==> src/rtl/denormalize_64.sv <==
// Iterative logarithmic right shifter: restores a normalized word by shifting it
// right by a leading-zero count, one count bit per cycle, behind valid/ready handshakes.
module denormalize_64 #(
  parameter int unsigned WIDTH = 64,
  parameter int unsigned CW    = 7
) (
  input  logic             i_CLK,
  input  logic             i_RST,
  input  logic             i_VALID,
  output logic             o_READY,
  input  logic [WIDTH-1:0] i_WORD,
  input  logic [CW-1:0]    i_COUNT,
  output logic             o_VALID,
  input  logic             i_READY,
  output logic [WIDTH-1:0] o_WORD,
  output logic             o_ZERO,
  output logic             o_ERR
);

  localparam int unsigned    KW        = $clog2(CW);
  localparam logic [CW-1:0]  MAX_COUNT = CW'(WIDTH);
  localparam logic [KW-1:0]  LAST_STEP = KW'(CW - 1);

  typedef enum logic [1:0] {IDLE, SHIFT, DONE} state_t;

  state_t           state;
  logic [WIDTH-1:0] data_q;
  logic [WIDTH-1:0] data_nxt;
  logic [CW-1:0]    count_q;
  logic [CW-1:0]    step_amt;
  logic [KW-1:0]    k_q;
  logic             err_q;

  // Stage k shifts by 2^k when count bit k is set; the last stage (2^(CW-1) = WIDTH)
  // clears the word entirely, which is how a saturated count yields zero.
  always_comb begin
    step_amt = CW'(1) << k_q;
    data_nxt = data_q;
    if (count_q[k_q]) begin
      data_nxt = data_q >> step_amt;
    end
  end

  always_ff @(posedge i_CLK) begin
    if (i_RST) begin
      state   <= IDLE;
      o_READY <= 1'b1;
      o_VALID <= 1'b0;
      o_WORD  <= '0;
      o_ZERO  <= 1'b0;
      o_ERR   <= 1'b0;
      data_q  <= '0;
      count_q <= '0;
      k_q     <= '0;
      err_q   <= 1'b0;
    end else begin
      case (state)
        IDLE: begin
          if (i_VALID) begin
            data_q  <= i_WORD;
            k_q     <= '0;
            o_READY <= 1'b0;
            state   <= SHIFT;
            if (i_COUNT > MAX_COUNT) begin
              count_q <= MAX_COUNT;
              err_q   <= 1'b1;
            end else begin
              count_q <= i_COUNT;
              err_q   <= 1'b0;
            end
          end
        end
        SHIFT: begin
          data_q <= data_nxt;
          if (k_q == LAST_STEP) begin
            k_q     <= '0;
            state   <= DONE;
            o_VALID <= 1'b1;
            o_WORD  <= data_nxt;
            o_ZERO  <= (data_nxt == '0);
            o_ERR   <= err_q;
          end else begin
            k_q <= k_q + 1'b1;
          end
        end
        DONE: begin
          if (i_READY) begin
            state   <= IDLE;
            o_VALID <= 1'b0;
            o_READY <= 1'b1;
          end
        end
        default: begin
          state   <= IDLE;
          o_READY <= 1'b1;
          o_VALID <= 1'b0;
        end
      endcase
    end
  end

endmodule

==> config.mk <==
export PLATFORM = sky130hd
export DESIGN_NAME = denormalize_64
export DESIGN_NICKNAME = d
export VERILOG_FILES = /design/src/rtl/denormalize_64.sv
export SDC_FILE = /design/constraint.sdc
export NUM_CORES = 1
export LEC_CHECK = 0
export ABC_CLOCK_PERIOD_IN_PS = 4980
export BUFFER_PORTS_ARGS = -buffer_cell sky130_fd_sc_hd__buf_2
export CORE_MARGIN = 2
export CORE_UTILIZATION = 28
export CTS_BUF_LIST = sky130_fd_sc_hd__clkbuf_8
export DETAILED_ROUTE_END_ITERATION = 10
export HOLD_SLACK_MARGIN = 0.03
export PLACE_DENSITY = 0.53
export SLEW_MARGIN = 20
export SYNTH_ARGS = -nofsm -noshare
export SYNTH_HDL_FRONTEND = slang
export SYNTH_SLANG_ARGS = --single-unit
==> constraint.sdc <==
create_clock -name i_CLK -period 4.98 [get_ports i_CLK]
set_clock_uncertainty 0.15 [all_clocks]
set_input_delay 0.498 -clock i_CLK [delete_from_list [all_inputs] [get_ports i_CLK]]
set_output_delay 0.498 -clock i_CLK [all_outputs]
set_load 0.005 [all_outputs]
==> implementation parameters, run 1 <==
Parameter                              Value

Floorplan
  Total core area    36430 um^2
  Horizontal die dimension    195.8 um
  Boundary Pins    143
  Starting density of the core    0.2827
  Number of rows in the core area    70
  Overall die area    38330 um^2
  Chip Height    195.8 um

Global route
  Most Crowded Layer GR    met2
  Maximum number of pins on one net before global-route repair    88
  GRT overflow    0
  Total global routing track utilization    0.2958
  Global-route wire length before repair    83.43 mm
  Met3 track demand over resource in global routing    0.05931
  Met1 usage    0.4028
  Met2 global-route usage    0.4411
  Vias in the first global route    11.81k
  Initial antenna violation count    0

Power and ir drop
  Power density over the cells    255.1 nW/um^2
  Leakage power figure    4.392 nW
  Peak supply drop    187.7 uV

Setup path
  Critical path class    reg -> reg
  Cell-by-cell listing of the critical path    nand2_1 > inv_1 > ha_2 > inv_1 > buf_4 > a211oi_1 > a31oi_1 > a221o_1 > nor4b_1 > and4_1 > a41o_1
  Timing startpoint of the critical path    k_q[1]$_SDFFE_PP0P_
  Top cell family by delay on the critical path    compound AO/OA/AOI/OAI gates
  Critical path destination    o_ZERO$_SDFFE_PP0P_
  Top cell by count, worst path    inv_1
  Largest fanout of any net on the critical path    38
  Element type at the critical path end    register
  Register-to-register setup slack    0.93 ns
  Worst reg2reg endpoint    o_ZERO$_SDFFE_PP0P_
  Buffering stage count on the worst path with inverters included    3
  Number of cells on the worst reg-to-reg path    11
  Required time at the worst-slack endpoint    5.24 ns
  Arrival time worst endpoint    4.31 ns
  Stages on worst setup path    11
  Startpoint type of the worst setup path    register
  Max incr delay on CP    0.63 ns
  Launching point of the worst reg2reg path    k_q[1]$_SDFFE_PP0P_
  Critical-path cell with the highest stage delay    dfxtp_4

Timing
  Final count of pins violating max slew    0
  Setup repair after global routing missed its margin    no
  Endpoints failing hold    0
  Final setup fails    0
  Transition time at the pin with the least slew margin    0.9247 ns
  Achievable Freq    246.7 MHz
  Relative slew margins    0.3835
  Worst hold slack    0.1324 ns
  Final worst path period share    0.8141
  Minimum clock period    4.054 ns
  Accumulated negative setup slack    0 ns

Routing
  Count of vias placed by the detailed router    12.49k
  Antenna Nets Post-Route    0
  DR vias/cell    6.321
  Detail-routed net length per standard cell    29.47 um
  Total Routed Length    58.24 mm
  Post-route DRC    0
  Detailed Routing Iterations Pass 1    6
  Iter 0 DRT Violations    1643

Flow run
  Max cap viols    0

Clocking
  Maximum number of buffers from clock root to sink    2
  TritonCTS clock tree    yes
  Number of resized instances in the post-cts repair step    0
  Number of buffers inserted for hold repair after clock tree synthesis    0
  Clock latency reported for the late side of the worst-skew pair    0.46 ns
  H-tree lvl count    4
  Root cell of the clock tree    clkbuf_8
  Clock transition at path regs    0.08 ns
  Total clock buffers created by CTS    17
  Num Clock Sinks    145
  Number of setup buffers added after CTS    0

Placement
  DPL Wire Length    42.43 mm
  Final RePlAce weighted congestion    1.042
  Area of placed instances    11570 um^2
  Buffers on Ports    142
  Placed Instances    1944

Layout
  Diodes inserted    0
  Fraction of final layout cells with drive strength greater than 1    0.2082
  Most frequent cells in the layout    nor2_1, dfxtp_1, buf_2, nand2_1, a21oi_1
  Share of the core filled with cells in the final layout    0.3291
  Most common cell after layout, fill and taps aside    nor2_1
  Post-route cell area    11990 um^2
  Post-layout instance count excluding filler cells    1976
  Synthesis-to-layout area growth    16.43%
  Final Net Count    1572

Yosys
  Cell count after synthesis    1412
  Async set-or-reset flop fraction in the synthesized netlist    0
  Commonest register cell after synthesis    dfxtp_1
  Avg Inst Size Synth    7.294 um^2
  Portion of the post-synthesis area used by sequential elements    0.2819
  Number of register bits inferred by synthesis    145
  Number of distinct library cells after synthesis    80
  Number of enable-type register cells in the synthesized netlist    0
  Syn Nets    1488
  Yosys synthesis warning count    0
  Netlist Area Pre-Place    10300 um^2

Worst hold path
  Worst min-delay path class    in -> reg

Status
  Result of the run    finished, final reports clean
per-stage QoR:
stage	total power [mW]	worst slack, ns
after floorplan	1.718	1.373
after global placement	2.070	1.069
final	3.059	0.9260
after global routing	3.157	0.7862
after CTS	3.036	1.079
after detailed placement	2.061	1.075
power breakdown:
part           total (mW)  internal [mW]  switching, mW  leakage [nW]
Combinational       0.736          0.271          0.465          3.01
Sequential           1.34           1.20          0.144          1.18
Clock               0.980          0.491          0.489         0.201
state kept, by name (all words and copies together) (netlist names), 2 cells and up:
| name | flops |
|---|---|
| count_q | 7 |
| data_q | 64 |
| k_q | 3 |
| o_WORD | 64 |
| state | 2 |
Yosys cell counts (5+ instances only):
cell type / instances / share of area
nor2_1: 213 / 0.078
dfxtp_1: 145 / 0.28
nand2_1: 127 / 0.046
a21oi_1: 120 / 0.058
clkbuf_1: 105 / 0.038
o21ai_0: 72 / 0.035
nor3_1: 55 / 0.027
a22oi_1: 42 / 0.031
buf_2: 40 / 0.019
mux2i_1: 37 / 0.036
a211oi_1: 35 / 0.026
a221oi_1: 32 / 0.027
nand2b_1: 20 / 0.012
o22ai_1: 20 / 0.012
a31oi_1: 17 / 0.010
mux2_2: 16 / 0.017
nand3_1: 16 / 0.0078
nor2b_1: 16 / 0.0097
a32oi_1: 15 / 0.013
a222oi_1: 13 / 0.013
inv_1: 13 / 0.0047
nor4_1: 13 / 0.0079
o211ai_1: 12 / 0.0087
a22o_1: 11 / 0.0094
and3_1: 11 / 0.0067
a2bb2oi_1: 10 / 0.0085
buf_6: 10 / 0.011
a21o_1: 9 / 0.0066
nor3b_1: 9 / 0.0066
o32ai_1: 9 / 0.0077
buf_1: 8 / 0.0029
nand3b_1: 8 / 0.0058
o21a_1: 8 / 0.0058
a221o_1: 7 / 0.0068
o221ai_1: 6 / 0.0051
o31ai_1: 6 / 0.0044
or3_1: 6 / 0.0036
and4_1: 5 / 0.0043
and4b_1: 5 / 0.0049
buf_4: 5 / 0.0036
nand4_1: 5 / 0.0030
o32a_1: 5 / 0.0049
layout make-up:
cell class,instances,area [um^2]
fill,4025,24440
multi-input combinational,1086,6614
sequential,145,2909
timing repair buffer,233,1434
tap,468,585.6
clock buffer,17,234.0
clock inverter,14,165.2
inverter,13,48.80
worst min path at each step:
stage / from / endpoint / slack, ns / cells after the start
2_1_floorplan: count_q[2]$_SDFFE_PP0P_ / count_q[2]$_SDFFE_PP0P_ / 0.28 / 2
3_3_place_gp: count_q[0]$_SDFFE_PP0P_ / count_q[0]$_SDFFE_PP0P_ / 0.29 / 2
3_5_place_dp: o_WORD[51]$_SDFFE_PP0P_ / o_WORD[51]$_SDFFE_PP0P_ / 0.30 / 2
4_1_cts: i_WORD[61] / data_q[61]$_SDFFE_PP0P_ / 0.12 / 3
5_1_grt: i_WORD[61] / data_q[61]$_SDFFE_PP0P_ / 0.13 / 3
6_report: i_WORD[57] / data_q[57]$_SDFFE_PP0P_ / 0.13 / 3
worst min-delay path: stages:
cell      delay (ns)
buf_2           0.08
a221oi_1        0.06
nor2_1          0.07
per-layer routing:
layer,routed length [um],share of wire
met2,24760,0.43
met4,3252,0.056
met1,24550,0.42
met3,5679,0.098
met5,0,0
kinds of logic (layout without fill, tap and decap cells):
kind of cell	after synthesis	after routing	synth area share
AND/OR/NAND/NOR	536	536	0.2440
AO/OA/AOI/OAI	491	491	0.3306
buffers and inverters	181	277	0.07994
flip-flops	145	145	0.2819
multiplexers	57	57	0.06147
adder cells (fa/ha/maj)	2	2	0.002187
No activity file was read; power rests on OpenSTA's default activity.
==> run 2, diff against run 1 <==
--- a/config.mk
+++ b/config.mk
@@ -5,14 +5,14 @@
 export SDC_FILE = /design/constraint.sdc
 export NUM_CORES = 1
 export LEC_CHECK = 0
-export ABC_CLOCK_PERIOD_IN_PS = 4980
+export ABC_CLOCK_PERIOD_IN_PS = 3500
 export BUFFER_PORTS_ARGS = -buffer_cell sky130_fd_sc_hd__buf_2
 export CORE_MARGIN = 2
 export CORE_UTILIZATION = 28
 export CTS_BUF_LIST = sky130_fd_sc_hd__clkbuf_8
 export DETAILED_ROUTE_END_ITERATION = 10
 export HOLD_SLACK_MARGIN = 0.03
-export PLACE_DENSITY = 0.53
+export PLACE_DENSITY = 0.54
 export SLEW_MARGIN = 20
 export SYNTH_ARGS = -nofsm -noshare
 export SYNTH_HDL_FRONTEND = slang
==> constraint.sdc (replaced) <==
create_clock -name i_CLK -period 3.5 [get_ports i_CLK]
set_clock_uncertainty 0.15 [all_clocks]
set_input_delay 0.35 -clock i_CLK [delete_from_list [all_inputs] [get_ports i_CLK]]
set_output_delay 0.35 -clock i_CLK [all_outputs]
set_load 0.005 [all_outputs]
==> run 2 against run 1 <==
Critical path type unchanged. Sequential share of layout area shrank 2.6 points. Critical path depth is the same. Die area is the same. Final area grew 12%. First-iteration DRC count grew 17%. Clock power grew 40%. Total power grew 48%. Clock-buffer cell count grew 1. Largest power group unchanged. Routed wire length grew 6.6%.
==> implementation parameters, run 2 (synthesized netlist as in run 1, its figures left out) <==
Parameter                              Value

Clocking
  Clock transition at path regs    0.11 ns
  Root cell of the clock tree    clkbuf_8
  H-tree lvl count    4
  Maximum number of buffers from clock root to sink    2
  Total clock buffers created by CTS    17
  Num Clock Sinks    145
  Clock latency reported for the late side of the worst-skew pair    0.47 ns
  TritonCTS clock tree    yes

Layout
  Number of fillers in the final layout    3875
  Final Net Count    1718
  Fraction of final layout cells with drive strength greater than 1    0.2465
  Post-layout instance count excluding filler cells    2124
  Area of combinational cells with multiple inputs    6626 um^2
  Share of the core filled with cells in the final layout    0.3685
  Synthesis-to-layout area growth    30.39%
  Most frequent cells in the layout    nor2_1, buf_4, dfxtp_1, buf_2, nand2_1
  Biggest regs    data_q x64, o_WORD x64, count_q x7
  Most common cell after layout, fill and taps aside    nor2_1
  Seq. cell area    2909 um^2

Floorplan
  Starting density of the core    0.2827
  Total core area    36430 um^2
  Number of rows in the core area    70
  Boundary Pins    143
  Horizontal die dimension    195.8 um
  Chip Height    195.8 um
  Overall die area    38330 um^2

Timing
  Achievable Freq    295.9 MHz
  Transition time at the pin with the least slew margin    0.8445 ns
  Setup repair after global routing missed its margin    no
  Final setup fails    0
  Final worst path period share    0.9654
  Endpoints failing hold    0
  Relative slew margins    0.4364
  Minimum clock period    3.379 ns
  Final count of pins violating max slew    0
  Accumulated negative setup slack    0 ns

Global route
  Met1 usage    0.4219
  Vias in the first global route    12.45k
  Initial antenna violation count    0
  Met2 global-route usage    0.4772
  Met3 track demand over resource in global routing    0.05948
  Global-route wire length before repair    88.47 mm
  Maximum number of pins on one net before global-route repair    73
  GRT overflow    0
  Total global routing track utilization    0.3160
  Most Crowded Layer GR    met2

Setup path
  Critical path class    reg -> reg
  Cell-by-cell listing of the critical path    buf_12 > nor2b_2 > a21oi_1 > and2_2 > buf_12 > a21oi_1 > o21a_1 > and4_1 > and4b_1 > and4_1 > a41o_1
  Arrival time worst endpoint    3.66 ns
  Max incr delay on CP    0.47 ns
  Element type at the critical path end    register
  Largest fanout of any net on the critical path    22
  Required time at the worst-slack endpoint    3.78 ns
  Critical-path cell with the highest stage delay    dfxtp_2
  Startpoint type of the worst setup path    register

Routing
  Total Routed Length    62.06 mm
  Count of vias placed by the detailed router    13.09k
  Iter 0 DRT Violations    1927
  DR vias/cell    6.165
  Detail-routed net length per standard cell    29.22 um
  Detailed Routing Iterations Pass 1    6
  Post-route DRC    0
  Antenna Nets Post-Route    0

Placement
  Placed Instances    2033
  DPL Wire Length    46.49 mm
  Buffers on Ports    142
  Final RePlAce weighted congestion    1.099

Power and ir drop
  Peak supply drop    218.6 uV
  Leakage power figure    5.138 nW
  Power density over the cells    337.8 nW/um^2
  Total Power    4.536 mW

Worst hold path
  Worst min-delay path class    in -> reg

Status
  Result of the run    finished, final reports clean

Flow run
  Max cap viols    0
-- run 2: changes by cell type in the layout (fill, tap and decap cells not counted), sizes merged --
cell	delta
buf	+88
bufinv	-2
clkbuf	+1
clkinv	-1
clkinvlp	-1
diode	+1
dlygate4sd3	+58
inv	+4
-- run 2: stage by stage --
step	hold WS, ns	cell area, um^2	worst slack, ns
global placement	0.2978	12440	0.08578
detailed placement	0.2927	12440	0.08965
floorplan	0.2787	10300	0.06946
CTS	0.03379	13410	0.07709
finish	0.05887	13430	0.1210
global route	0.06778	13430	0.01085
-- run 2: per-layer routing --
metal	vias up	routed length [um]
met5	-	0
met4	0	4003
met3	190	6046
met2	873	26500
met1	6320	25510
li1	5711	-
-- run 2: final timing paths --
check	cells after the start	end	slack, ns	startpoint
worst min register to register	2	count_q[3]$_SDFFE_PP0P_	0.31	count_q[3]$_SDFFE_PP0P_
worst max-delay path	11	o_ZERO$_SDFFE_PP0P_	0.12	k_q[2]$_SDFFE_PP0P_
worst min-delay path	3	data_q[30]$_SDFFE_PP0P_	0.06	i_WORD[30]
worst max register to register	11	o_ZERO$_SDFFE_PP0P_	0.12	k_q[2]$_SDFFE_PP0P_
-- run 2: power breakdown --
group          leakage, nW  internal (mW)  total, mW  switching [mW]
clock network        0.196          0.605       1.37           0.770
logic                 3.76          0.526       1.28           0.759
registers             1.18           1.71       1.88           0.171
-- run 2: repair_timing --
item	CTS	global route
gates resized for setup	0	3
hold endpoints to repair	59	0
setup buffers	0	0
setup endpoints to repair	0	2
hold buffers	58	0
-- run 2: final cells by class --
class                   instances  share of cell area
diodes                          1           0.0001864
clock buffers                  18             0.01845
clock inverters                14             0.01081
inverters                      13            0.003634
multi-input cells            1086              0.4935
flip-flops and latches        145              0.2166
well taps                     468             0.04361
repair buffers                379              0.2132
-- run 2: critical path, delay by kind of cell, from the launching register on --
kind,cells,cell delay (ns)
compound gates,4,0.89
flops,1,0.47
simple gates,5,1.39
buf+inv,2,0.43
==> run 3, diff against run 2 <==
--- a/config.mk
+++ b/config.mk
@@ -12,6 +12,7 @@
 export CTS_BUF_LIST = sky130_fd_sc_hd__clkbuf_8
 export DETAILED_ROUTE_END_ITERATION = 10
 export HOLD_SLACK_MARGIN = 0.03
+export MAX_ROUTING_LAYER = met4
 export PLACE_DENSITY = 0.54
 export SLEW_MARGIN = 20
 export SYNTH_ARGS = -nofsm -noshare
==> run 3 against run 2 <==
Core utilization is 0.81 points higher. Worst setup slack improved by 0.0065 ns. First-iteration DRC count fell by 17%. Die area is the same. Sequential power hardly changed. Hold slack got worse by 0.00063 ns. Via count up 0.24%. Combinational power about the same. Clock power grew 12%. Cell count grew 1.7%. Final area grew 2.2%. Fmax up 0.19%. Critical path type unchanged. Largest power group unchanged.
==> implementation parameters, run 3 (synthesized netlist as in run 1, its figures left out) <==
Parameter                              Value

Setup path
  Element type at the critical path end    register
  Cell-by-cell listing of the critical path    buf_12 > buf_4 > maj3_1 > nand2b_1 > a32oi_1 > o22ai_1 > a22o_1 > or4b_1 > nor4_2 > and4b_1 > a41o_1
  Startpoint type of the worst setup path    register
  Max incr delay on CP    0.53 ns
  Buffering stage count on the worst path with inverters included    2
  Largest fanout of any net on the critical path    34
  Top cell family by delay on the critical path    simple AND/OR/NAND/NOR gates
  Arrival time worst endpoint    3.63 ns
  Critical-path cell with the highest stage delay    or4b_1
  Required time at the worst-slack endpoint    3.76 ns
  Critical path class    reg -> reg

Power and ir drop
  Power density over the cells    344.8 nW/um^2
  Power Internal    3.060 mW
  Sequential fraction of design power    0.396
  NetSw    1.672 mW
  Leakage power figure    5.304 nW
  Clock group share of total power    0.326
  Peak supply drop    253.2 uV
  Total Power    4.732 mW
  Sw Share    0.3534
  Logic gate share of total power    0.278

Layout
  Seq. cell area    2909 um^2
  Post-layout instance count excluding filler cells    2160
  Biggest regs    data_q x64, o_WORD x64, count_q x7
  Most frequent cells in the layout    nor2_1, buf_4, dfxtp_1, buf_2, nand2_1
  Most common cell after layout, fill and taps aside    nor2_1
  Post-route cell area    13720 um^2
  Diodes inserted    0
  Number of fillers in the final layout    3909
  Area of combinational cells with multiple inputs    6631 um^2
  Fraction of final layout cells with drive strength greater than 1    0.2589
  Synthesis-to-layout area growth    33.25%
  Final Net Count    1755

Clocking
  Clock transition at path regs    0.09 ns
  TritonCTS clock tree    yes
  Root cell of the clock tree    clkbuf_8
  Num Clock Sinks    145
  Total clock buffers created by CTS    17
  Clock latency reported for the late side of the worst-skew pair    0.47 ns
  Maximum number of buffers from clock root to sink    2
  H-tree lvl count    4

Floorplan
  Overall die area    38330 um^2
  Total core area    36430 um^2
  Horizontal die dimension    195.8 um
  Starting density of the core    0.2827
  Chip Height    195.8 um
  Number of rows in the core area    70
  Boundary Pins    143

Global route
  Maximum number of pins on one net before global-route repair    85
  Global-route wire length before repair    89.73 mm
  GRT overflow    0
  Initial antenna violation count    1
  Total global routing track utilization    0.3322
  Vias in the first global route    12.76k

Status
  Result of the run    finished, final reports clean

Flow run
  Max cap viols    0

Timing
  Transition time at the pin with the least slew margin    0.8762 ns
  Endpoints failing hold    0
  Final setup fails    0
  Final count of pins violating max slew    0
  Minimum clock period    3.373 ns
  Final worst path period share    0.9636
  Worst hold slack    0.05824 ns
  Achievable Freq    296.5 MHz
  Worst-case setup margin in the final layout    0.1275 ns
  Relative slew margins    0.4159
  Setup repair after global routing missed its margin    no

Placement
  Area of placed instances    12550 um^2
  Final RePlAce weighted congestion    1.059
  Buffers on Ports    142
  Placed Instances    2060
  DPL Wire Length    47.86 mm
  Dpl ws    -0.1355 ns

Routing
  Post-route DRC    0
  Detailed Routing Iterations Pass 1    6
  Iter 0 DRT Violations    1596
  DR vias/cell    6.077
  Total Routed Length    63.75 mm
  Count of vias placed by the detailed router    13.13k
  Antenna Nets Post-Route    0
  Detail-routed net length per standard cell    29.51 um

Worst hold path
  Worst min-delay path class    in -> reg
-- run 3: cell count changes in the layout (fill, tap and decap cells not counted), moves of 2 or more --
| cell | delta |
|---|---|
| dlygate4sd3_1 | +6 |
| bufinv_16 | +3 |
| buf_12 | -6 |
| buf_4 | +36 |
| clkinv_4 | +2 |
-- run 3: timing repair --
item	CTS	global route
hold buffers	63	1
cloned	0	1
resized for setup	2	4
endpoints found under the setup margin	2	1
buffers inserted	0	3
hold endpoints to repair	62	1
-- run 3: final timing paths --
path,start,endpoint,slack [ns],depth (start not counted)
worst max-delay path,k_q[0]$_SDFFE_PP0P_,o_ZERO$_SDFFE_PP0P_,0.13,11
worst min-delay path,i_WORD[26],data_q[26]$_SDFFE_PP0P_,0.06,3
worst max register to register,k_q[0]$_SDFFE_PP0P_,o_ZERO$_SDFFE_PP0P_,0.13,11
worst min register to register,o_WORD[63]$_SDFFE_PP0P_,o_WORD[63]$_SDFFE_PP0P_,0.31,2
-- run 3: layout make-up --
cell class,count,area share
Sequential cell,145,0.2120
Multi-Input combinational cell,1086,0.4832
Inverter,13,0.003829
Clock inverter,14,0.01450
Tap cell,468,0.04267
Clock buffer,18,0.01805
Timing Repair Buffer,416,0.2257
-- run 3: power by group through the flow --
stage	sequential (mW)	combinational, mW	clock (mW)
floorplan	1.79	0.659	0
global placement	1.91	1.22	0
detailed placement	1.90	1.21	0
CTS	1.87	1.27	1.58
global route	1.87	1.37	1.64
finish	1.87	1.31	1.54
-- run 3: worst reg2reg max path: cells and delay by family (launching register included) --
kind / cells / cell delay, ns
compound gates: 4 / 0.79
flops: 1 / 0.45
simple gates: 4 / 1.03
fa+ha+maj: 1 / 0.34
buf+inv: 2 / 0.55
-- run 3: metal layers --
layer,routed length (um),track usage
met1,26900,0.4253
met2,28180,0.5073
met3,4719,0.04556
met4,3952,0.1824
met5,0,-
-- run 3: per-stage QoR --
stage	util	TNS [ns]
floorplan	-	0
global placement	0.3445	-0.1253
detailed placement	0.3445	-0.1440
CTS	0.3743	0
global route	0.3766	0
finish	0.3766	0
